`config.mk`:
```
export PLATFORM = sky130hd
export DESIGN_NAME = nbyone_mux_rr_flat
export DESIGN_NICKNAME = d
export VERILOG_FILES = /design/src/rtl/nbyone_mux_pkg.sv /design/src/rtl/nbyone_mux_rr_if.sv /design/src/rtl/nbyone_mux_rr_arb.sv /design/src/rtl/nbyone_mux_rr.sv /design/src/flat_wrapper.sv
export SDC_FILE = /design/constraint.sdc
export NUM_CORES = 1
export LEC_CHECK = 0
export CORE_AREA = 2 2 66 68
export CTS_CLUSTER_DIAMETER = 60
export DETAILED_ROUTE_END_ITERATION = 10
export DIE_AREA = 0 0 68 70
export SLEW_MARGIN = 10
export SYNTH_ARGS = -nofsm -noshare
export SYNTH_HDL_FRONTEND = slang
export SYNTH_SLANG_ARGS = --single-unit
```
`constraint.sdc`:
```
create_clock -name clk -period 3 [get_ports clk]
set_clock_uncertainty 0.1 [all_clocks]
set_input_delay 0.6 -clock clk [delete_from_list [all_inputs] [get_ports clk]]
set_output_delay 0.6 -clock clk [all_outputs]
set_load 0.1 [all_outputs]
```
`src/rtl/nbyone_mux_pkg.sv`:
```
// Shared mode encodings and the width helper used by the N-to-1 channel multiplexer.
// Imported by the interface, the arbiter and the top module.
package nbyone_mux_pkg;

    localparam logic MODE_SEL = 1'b0;
    localparam logic MODE_RR  = 1'b1;

    // Smallest r with 2**r >= n; used to size channel indices.
    function automatic int clog2(input int n);
        int r;
        r = 0;
        while ((1 << r) < n) begin
            r = r + 1;
        end
        return r;
    endfunction

endpackage

```
`src/rtl/nbyone_mux_rr_if.sv`:
```
// Channel-side and consumer-side handshake bundle of the N-to-1 multiplexer.
// master = producers/consumer environment, slave = the multiplexer itself.
interface nbyone_mux_rr_if
    import nbyone_mux_pkg::*;
#(
    parameter int NUM_CH = 4,
    parameter int DATA_W = 8
);
    localparam int SEL_W = clog2(NUM_CH);

    logic [NUM_CH*DATA_W-1:0] in_data;
    logic [NUM_CH-1:0]        in_valid;
    logic [NUM_CH-1:0]        in_ready;
    logic [DATA_W-1:0]        out_data;
    logic [SEL_W-1:0]         out_ch;
    logic                     out_valid;
    logic                     out_ready;
    logic                     out_parity;

    modport master (
        output in_data, in_valid, out_ready,
        input  in_ready, out_data, out_ch, out_valid, out_parity
    );

    modport slave (
        input  in_data, in_valid, out_ready,
        output in_ready, out_data, out_ch, out_valid, out_parity
    );

endinterface

```
`src/rtl/nbyone_mux_rr_arb.sv`:
```
// Stateless rotating-priority arbiter: grants the first requester at or after ptr,
// wrapping modulo NUM_CH. The pointer itself is owned by the caller.
module nbyone_mux_rr_arb
    import nbyone_mux_pkg::*;
#(
    parameter  int NUM_CH = 4,
    localparam int SEL_W  = clog2(NUM_CH)
) (
    input  logic [NUM_CH-1:0] req,
    input  logic [SEL_W-1:0]  ptr,
    output logic              gnt_vld,
    output logic [SEL_W-1:0]  gnt_idx
);

    logic [SEL_W-1:0] idx;

    always_comb begin
        gnt_vld = 1'b0;
        gnt_idx = '0;
        idx     = '0;
        for (int i = 0; i < NUM_CH; i++) begin
            idx = SEL_W'((32'(ptr) + 32'(i)) % 32'(NUM_CH));
            if (!gnt_vld && req[idx]) begin
                gnt_vld = 1'b1;
                gnt_idx = idx;
            end
        end
    end

endmodule

```
`src/rtl/nbyone_mux_rr.sv`:
```
// N-to-1 valid/ready channel multiplexer with registered output; select or round-robin mode.
// Optional even-parity output register enabled by defining NBYONE_MUX_PARITY_EN.
module nbyone_mux_rr
    import nbyone_mux_pkg::*;
#(
    parameter  int NUM_CH = 4,
    parameter  int DATA_W = 8,
    localparam int SEL_W  = clog2(NUM_CH)
) (
    input  logic             clk,
    input  logic             rst_n,
    input  logic             mode,
    input  logic [SEL_W-1:0] sel,
    nbyone_mux_rr_if.slave   bus
);

    logic [DATA_W-1:0] out_data_q, out_data_d;
    logic [SEL_W-1:0]  out_ch_q,   out_ch_d;
    logic              out_valid_q, out_valid_d;
    logic [SEL_W-1:0]  rr_ptr_q,   rr_ptr_d;

    logic              load_en;
    logic              sel_ok;
    logic              arb_vld;
    logic [SEL_W-1:0]  arb_idx;
    logic              gnt_vld;
    logic [SEL_W-1:0]  gnt_idx;
    logic              xfer;
    logic [DATA_W-1:0] payload;
    logic [NUM_CH-1:0] in_ready_c;

    nbyone_mux_rr_arb #(
        .NUM_CH (NUM_CH)
    ) u_arb (
        .req     (bus.in_valid),
        .ptr     (rr_ptr_q),
        .gnt_vld (arb_vld),
        .gnt_idx (arb_idx)
    );

    // A select index beyond the last channel can only occur when NUM_CH is not a power of two.
    if ((1 << SEL_W) == NUM_CH) begin : g_sel_full
        assign sel_ok = 1'b1;
    end else begin : g_sel_part
        assign sel_ok = (32'(sel) < 32'(NUM_CH));
    end

    always_comb begin
        load_en    = rst_n & (~out_valid_q | bus.out_ready);
        gnt_vld    = 1'b0;
        gnt_idx    = '0;
        if (mode == MODE_RR) begin
            gnt_vld = arb_vld;
            gnt_idx = arb_idx;
        end else begin
            gnt_vld = sel_ok;
            gnt_idx = sel;
        end

        in_ready_c = '0;
        if (gnt_vld) begin
            in_ready_c[gnt_idx] = load_en;
        end

        xfer    = gnt_vld & load_en & bus.in_valid[gnt_idx];
        payload = bus.in_data[gnt_idx*DATA_W +: DATA_W];

        out_valid_d = load_en ? xfer : out_valid_q;
        out_data_d  = xfer ? payload : out_data_q;
        out_ch_d    = xfer ? gnt_idx : out_ch_q;

        // Pointer moves past the winner only on a round-robin transfer.
        rr_ptr_d = rr_ptr_q;
        if ((mode == MODE_RR) && xfer) begin
            rr_ptr_d = (32'(gnt_idx) == 32'(NUM_CH - 1)) ? '0 : gnt_idx + SEL_W'(1);
        end
    end

    always_ff @(posedge clk or negedge rst_n) begin
        if (!rst_n) begin
            out_valid_q <= 1'b0;
            out_data_q  <= '0;
            out_ch_q    <= '0;
            rr_ptr_q    <= '0;
        end else begin
            out_valid_q <= out_valid_d;
            out_data_q  <= out_data_d;
            out_ch_q    <= out_ch_d;
            rr_ptr_q    <= rr_ptr_d;
        end
    end

`ifdef NBYONE_MUX_PARITY_EN
    logic out_parity_q, out_parity_d;

    always_comb begin
        out_parity_d = xfer ? ^payload : out_parity_q;
    end

    always_ff @(posedge clk or negedge rst_n) begin
        if (!rst_n) begin
            out_parity_q <= 1'b0;
        end else begin
            out_parity_q <= out_parity_d;
        end
    end

    assign bus.out_parity = out_parity_q;
`else
    assign bus.out_parity = 1'b0;
`endif

    assign bus.in_ready  = in_ready_c;
    assign bus.out_data  = out_data_q;
    assign bus.out_ch    = out_ch_q;
    assign bus.out_valid = out_valid_q;

endmodule
```
`src/flat_wrapper.sv`:
```
// flat-port wrapper written by rule: the top's interface ports become plain ports
module nbyone_mux_rr_flat import nbyone_mux_pkg::*;
#(
    parameter  int NUM_CH = 4,
    parameter  int DATA_W = 8,
    localparam int SEL_W  = clog2(NUM_CH)
)
  (clk, rst_n, mode, sel, bus_in_data, bus_in_valid, bus_out_ready, bus_in_ready, bus_out_data, bus_out_ch, bus_out_valid, bus_out_parity);
  nbyone_mux_rr_if #(.NUM_CH(NUM_CH), .DATA_W(DATA_W)) bus_i ();
  input  logic clk;
  input  logic rst_n;
  input  logic mode;
  input  logic [SEL_W-1:0] sel;
  input wire logic [$bits(bus_i.in_data)-1:0] bus_in_data;
  input wire logic [$bits(bus_i.in_valid)-1:0] bus_in_valid;
  input wire logic [$bits(bus_i.out_ready)-1:0] bus_out_ready;
  output wire logic [$bits(bus_i.in_ready)-1:0] bus_in_ready;
  output wire logic [$bits(bus_i.out_data)-1:0] bus_out_data;
  output wire logic [$bits(bus_i.out_ch)-1:0] bus_out_ch;
  output wire logic [$bits(bus_i.out_valid)-1:0] bus_out_valid;
  output wire logic [$bits(bus_i.out_parity)-1:0] bus_out_parity;
  assign bus_i.in_data = bus_in_data;
  assign bus_i.in_valid = bus_in_valid;
  assign bus_i.out_ready = bus_out_ready;
  assign bus_in_ready = bus_i.in_ready;
  assign bus_out_data = bus_i.out_data;
  assign bus_out_ch = bus_i.out_ch;
  assign bus_out_valid = bus_i.out_valid;
  assign bus_out_parity = bus_i.out_parity;
  nbyone_mux_rr #(.NUM_CH(NUM_CH), .DATA_W(DATA_W)) u_core (.clk(clk), .rst_n(rst_n), .mode(mode), .sel(sel), .bus(bus_i));
endmodule
```
==> run_results.csv <==
group,metric,value,unit
power,p_comb_share,72.4,%
run_status,status,"completed",
clock_network,cts.clk_slew.worst_paths,50,ps
cells_and_area,areaGrowthSynthToFinish,71.7,%
clock_network,postCtsHoldBufs,0,
grt,antenna_found_initial,0,
placed_design,hpwl,3080,um
clock_network,cts_buffers,3,
synth,synth-seq-cells,13,
critical_path,cp_max_fo,6,
timing,setup_viol,0,
critical_path,critPathSlowestCell,"a221o_2",
timing,fin_crit,2920,ps
timing,period_share,97.2,%
clock_network,clockBufferDepth,2,
clock_network,insertion_delay,230,ps
synth,synth_cell_types,43,
clock_network,cts_tree,"yes",
grt,met3_usage,1.29,%
power,clkPwrFrac,8.7,%
hold_path,hp-class,"reg2reg",
power,peakVddDrop,0.602,mV
grt,grt-ovfl-total,0,
critical_path,path_class,"in2out",
placed_design,place_congestion,0.800,
grt,grt_first_pass_wirelength,5870,um
grt,use_met1,22.0,%
floorplanning,die_w,68,um
power,powerDensity,863,nW/um^2
cells_and_area,final_layout_size_suffix_gt1_share,32.2,%
synth,yosys_warnings,0,
power,p_leak,0.000808,uW
critical_path,cp.arrival,2220,ps
hold_path,worstHoldPathCells,1,
timing,clock.fmax,0.343,GHz
grt,top_usage_layer,"met2",
grt,global_route.usage.total,15.5,%
floorplanning,start_util,27.9,%
critical_path,crit_cells,8,
floorplanning,fp.coreArea,4140,sq um
critical_path,cp_cell_sequence,"dlygate4sd2_1 -> nand4bb_1 -> o31a_1 -> a221o_2 -> nand2_4 -> ha_1 -> and2_4 -> buf_12",
grt,grt_pass1_vias,1228,
grt,grt_max_degree,18,
critical_path,worstPathRequired,2300,ps
route,wl_per_cell,14.8,um
clock_network,root_buffer,"clkbuf_8",
synth,synth.net_count,168,
floorplanning,boundaryPins,58,
timing,final_hold_viol_count,0,
clock_network,cts_max_level,1,
critical_path,cp-start-kind,"primary input",
power,intPower,737,uW
route,drt_first_pass_iters,4,
synth,netlist_area,1150,sq um
power,power.switching,974,uW
job,cap_violations,0,
route,drc_errors,0,
placed_design,place_area,1940,sq um
grt,grt.met2_usage,25.5,%
timing,setup_tns,0,ps
route,first_iter_violations,103,
cells_and_area,antenna_cells,0,
timing,rsz0062_at_grt,"false",
route,viasPerCell,5.15,
critical_path,r2r_cells,8,
floorplanning,die_area,4760,sq um
route,routed_wl,3720,um
clock_network,clock-sinks,13,
cells_and_area,nNetsFinal,243,
route,via_count,1293,
route,final_antenna_net_count,0,
cells_and_area,utilization,47.9,%
critical_path,crit_buf_inv,2,
floorplanning,die_h,70,um
cells_and_area,final_area,1980,sq um
cells_and_area,fill_cells,418,
placed_design,port-buffer-count,56,
synth,yosysSeqAreaShare,28.2,%
synth,avgSynthCellArea,9.24,sq um
critical_path,critical-path-top-delay-family,"compound AO/OA/AOI/OAI gates",
timing,whs,390,ps
power,seq_power_share,19.0,%
critical_path,cpPeakStageDelay,400,ps
critical_path,cp-end-kind,"output port",
power,power.share.switching,56.9,%
timing,slew_viol_final,0,
synth,syn_inst,125,
floorplanning,row_count,24,
## logic make-up after synthesis
kind of cell / count (synthesis) / synth area share (%)
AOI/OAI and AO/OA: 51 / 34.1
adders and majority gates: 2 / 1.95
buffers and inverters: 15 / 8.23
DFF: 13 / 28.2
muxes: 12 / 11.8
other: 1 / 0.325
and+or+nand+nor: 31 / 15.4
## state kept, by name, indices dropped and copies added, names as in the netlist
register / count
u_core.bus.out_data: 8
u_core.bus.out_ch: 2
u_core.rr_ptr_q: 2
u_core.bus.out_valid: 1
## power groups by stage
stage | Combinational (uW) | Clock [uW] | Sequential [uW]
2_1_floorplan | 403 | 0 | 836
3_3_place_gp | 1230 | 0 | 324
3_5_place_dp | 1240 | 0 | 329
4_1_cts | 1250 | 154 | 326
5_1_grt | 1290 | 163 | 340
6_report | 1240 | 148 | 324
## layout by cell type (no fill, tap or decap), drive strengths merged, types with 4 or more instances in the layout
cell / count
clkdlybuf4s50: 37
nand3: 9
buf: 39
mux2: 10
a32oi: 9
nand2: 7
dfrtp: 13
inv: 5
a31oi: 9
o21ai: 17
a21o: 4
dlygate4sd2: 4
clkbuf: 4
## worst reg2reg max path, delay by kind of cell (launching register included)
family | cells | cell delay, ps
compound gates | 4 | 870
flops | 1 | 470
buf+inv | 2 | 350
simple gates | 1 | 280
mux | 1 | 280
## layout make-up
class	instances	area [sq um]	share of cell area, %
multi-input cells	97	781	39.4
clock buffers	4	45.0	2.27
flip-flops and latches	13	325	16.4
inverters	5	18.8	0.946
repair buffers	80	748	37.7
well taps	52	65.1	3.28
## what timing repair did
item,in CTS,in global routing
resized for setup,4,0
pin swaps,0,1
hold endpoints to repair,0,0
endpoints found under the setup margin,4,1
setup buffers,0,0
## layer usage
metal	wire (um)	up-vias	part of all wire [%]
met5	0	-	0
met4	31	0	0.83
met3	160	4	4.3
met2	1960	35	53
met1	1560	620	42
li1	-	634	-
## metrics by stage
| step | cells | worst slack [ps] | power [uW] |
|---|---|---|---|
| floorplan | 125 | 2.02 | 1240 |
| global placement | 247 | -114 | 1560 |
| global route | 251 | 11.5 | 1790 |
| finish | 251 | 84.4 | 1710 |
| CTS | 251 | 57.5 | 1730 |
| detailed placement | 247 | -175 | 1570 |
## final timing paths
path | slack, ps | end | from
max in group asynchronous | 1880 | u_core.bus.out_data[4]$_DFFE_PN0P_ | rst_n
hold reg to reg | 390 | u_core.bus.out_ch[0]$_DFFE_PN0P_ | u_core.bus.out_ch[0]$_DFFE_PN0P_
min in group asynchronous | 500 | u_core.bus.out_valid$_DFFE_PN0P_ | rst_n
setup / recovery | 80 | bus_in_ready[3] | bus_in_valid[1]
setup reg to reg | 550 | u_core.bus.out_data[6]$_DFFE_PN0P_ | u_core.rr_ptr_q[1]$_DFFE_PN0P_
hold / removal | 390 | u_core.bus.out_ch[0]$_DFFE_PN0P_ | u_core.bus.out_ch[0]$_DFFE_PN0P_
## Yosys cell counts (all sizes together)
master,number,area (sq um)
a21o,4,30.0
a21oi,3,26.3
a221o,1,11.3
a221oi,1,26.3
a31oi,9,71.3
a32oi,9,78.8
a41oi,1,8.76
and2,1,6.26
buf,7,62.6
clkbuf,3,13.8
conb,1,3.75
dfrtp,13,325
ha,1,12.5
inv,5,18.8
maj3,1,10.0
mux2,10,116
mux2i,2,20.0
nand2,7,33.8
nand2b,3,18.8
nand3,9,45.0
nand3b,1,7.51
nand4bb,2,22.5
nor2,3,13.8
nor2b,3,18.8
nor3,1,5.00
o211ai,1,7.51
o21ai,17,85.1
o221ai,1,8.76
o311a,1,10.0
o311ai,1,8.76
o31a,1,8.76
o31ai,1,12.5
or2,1,6.26
Note: power is estimated with default switching activity, not from simulation.
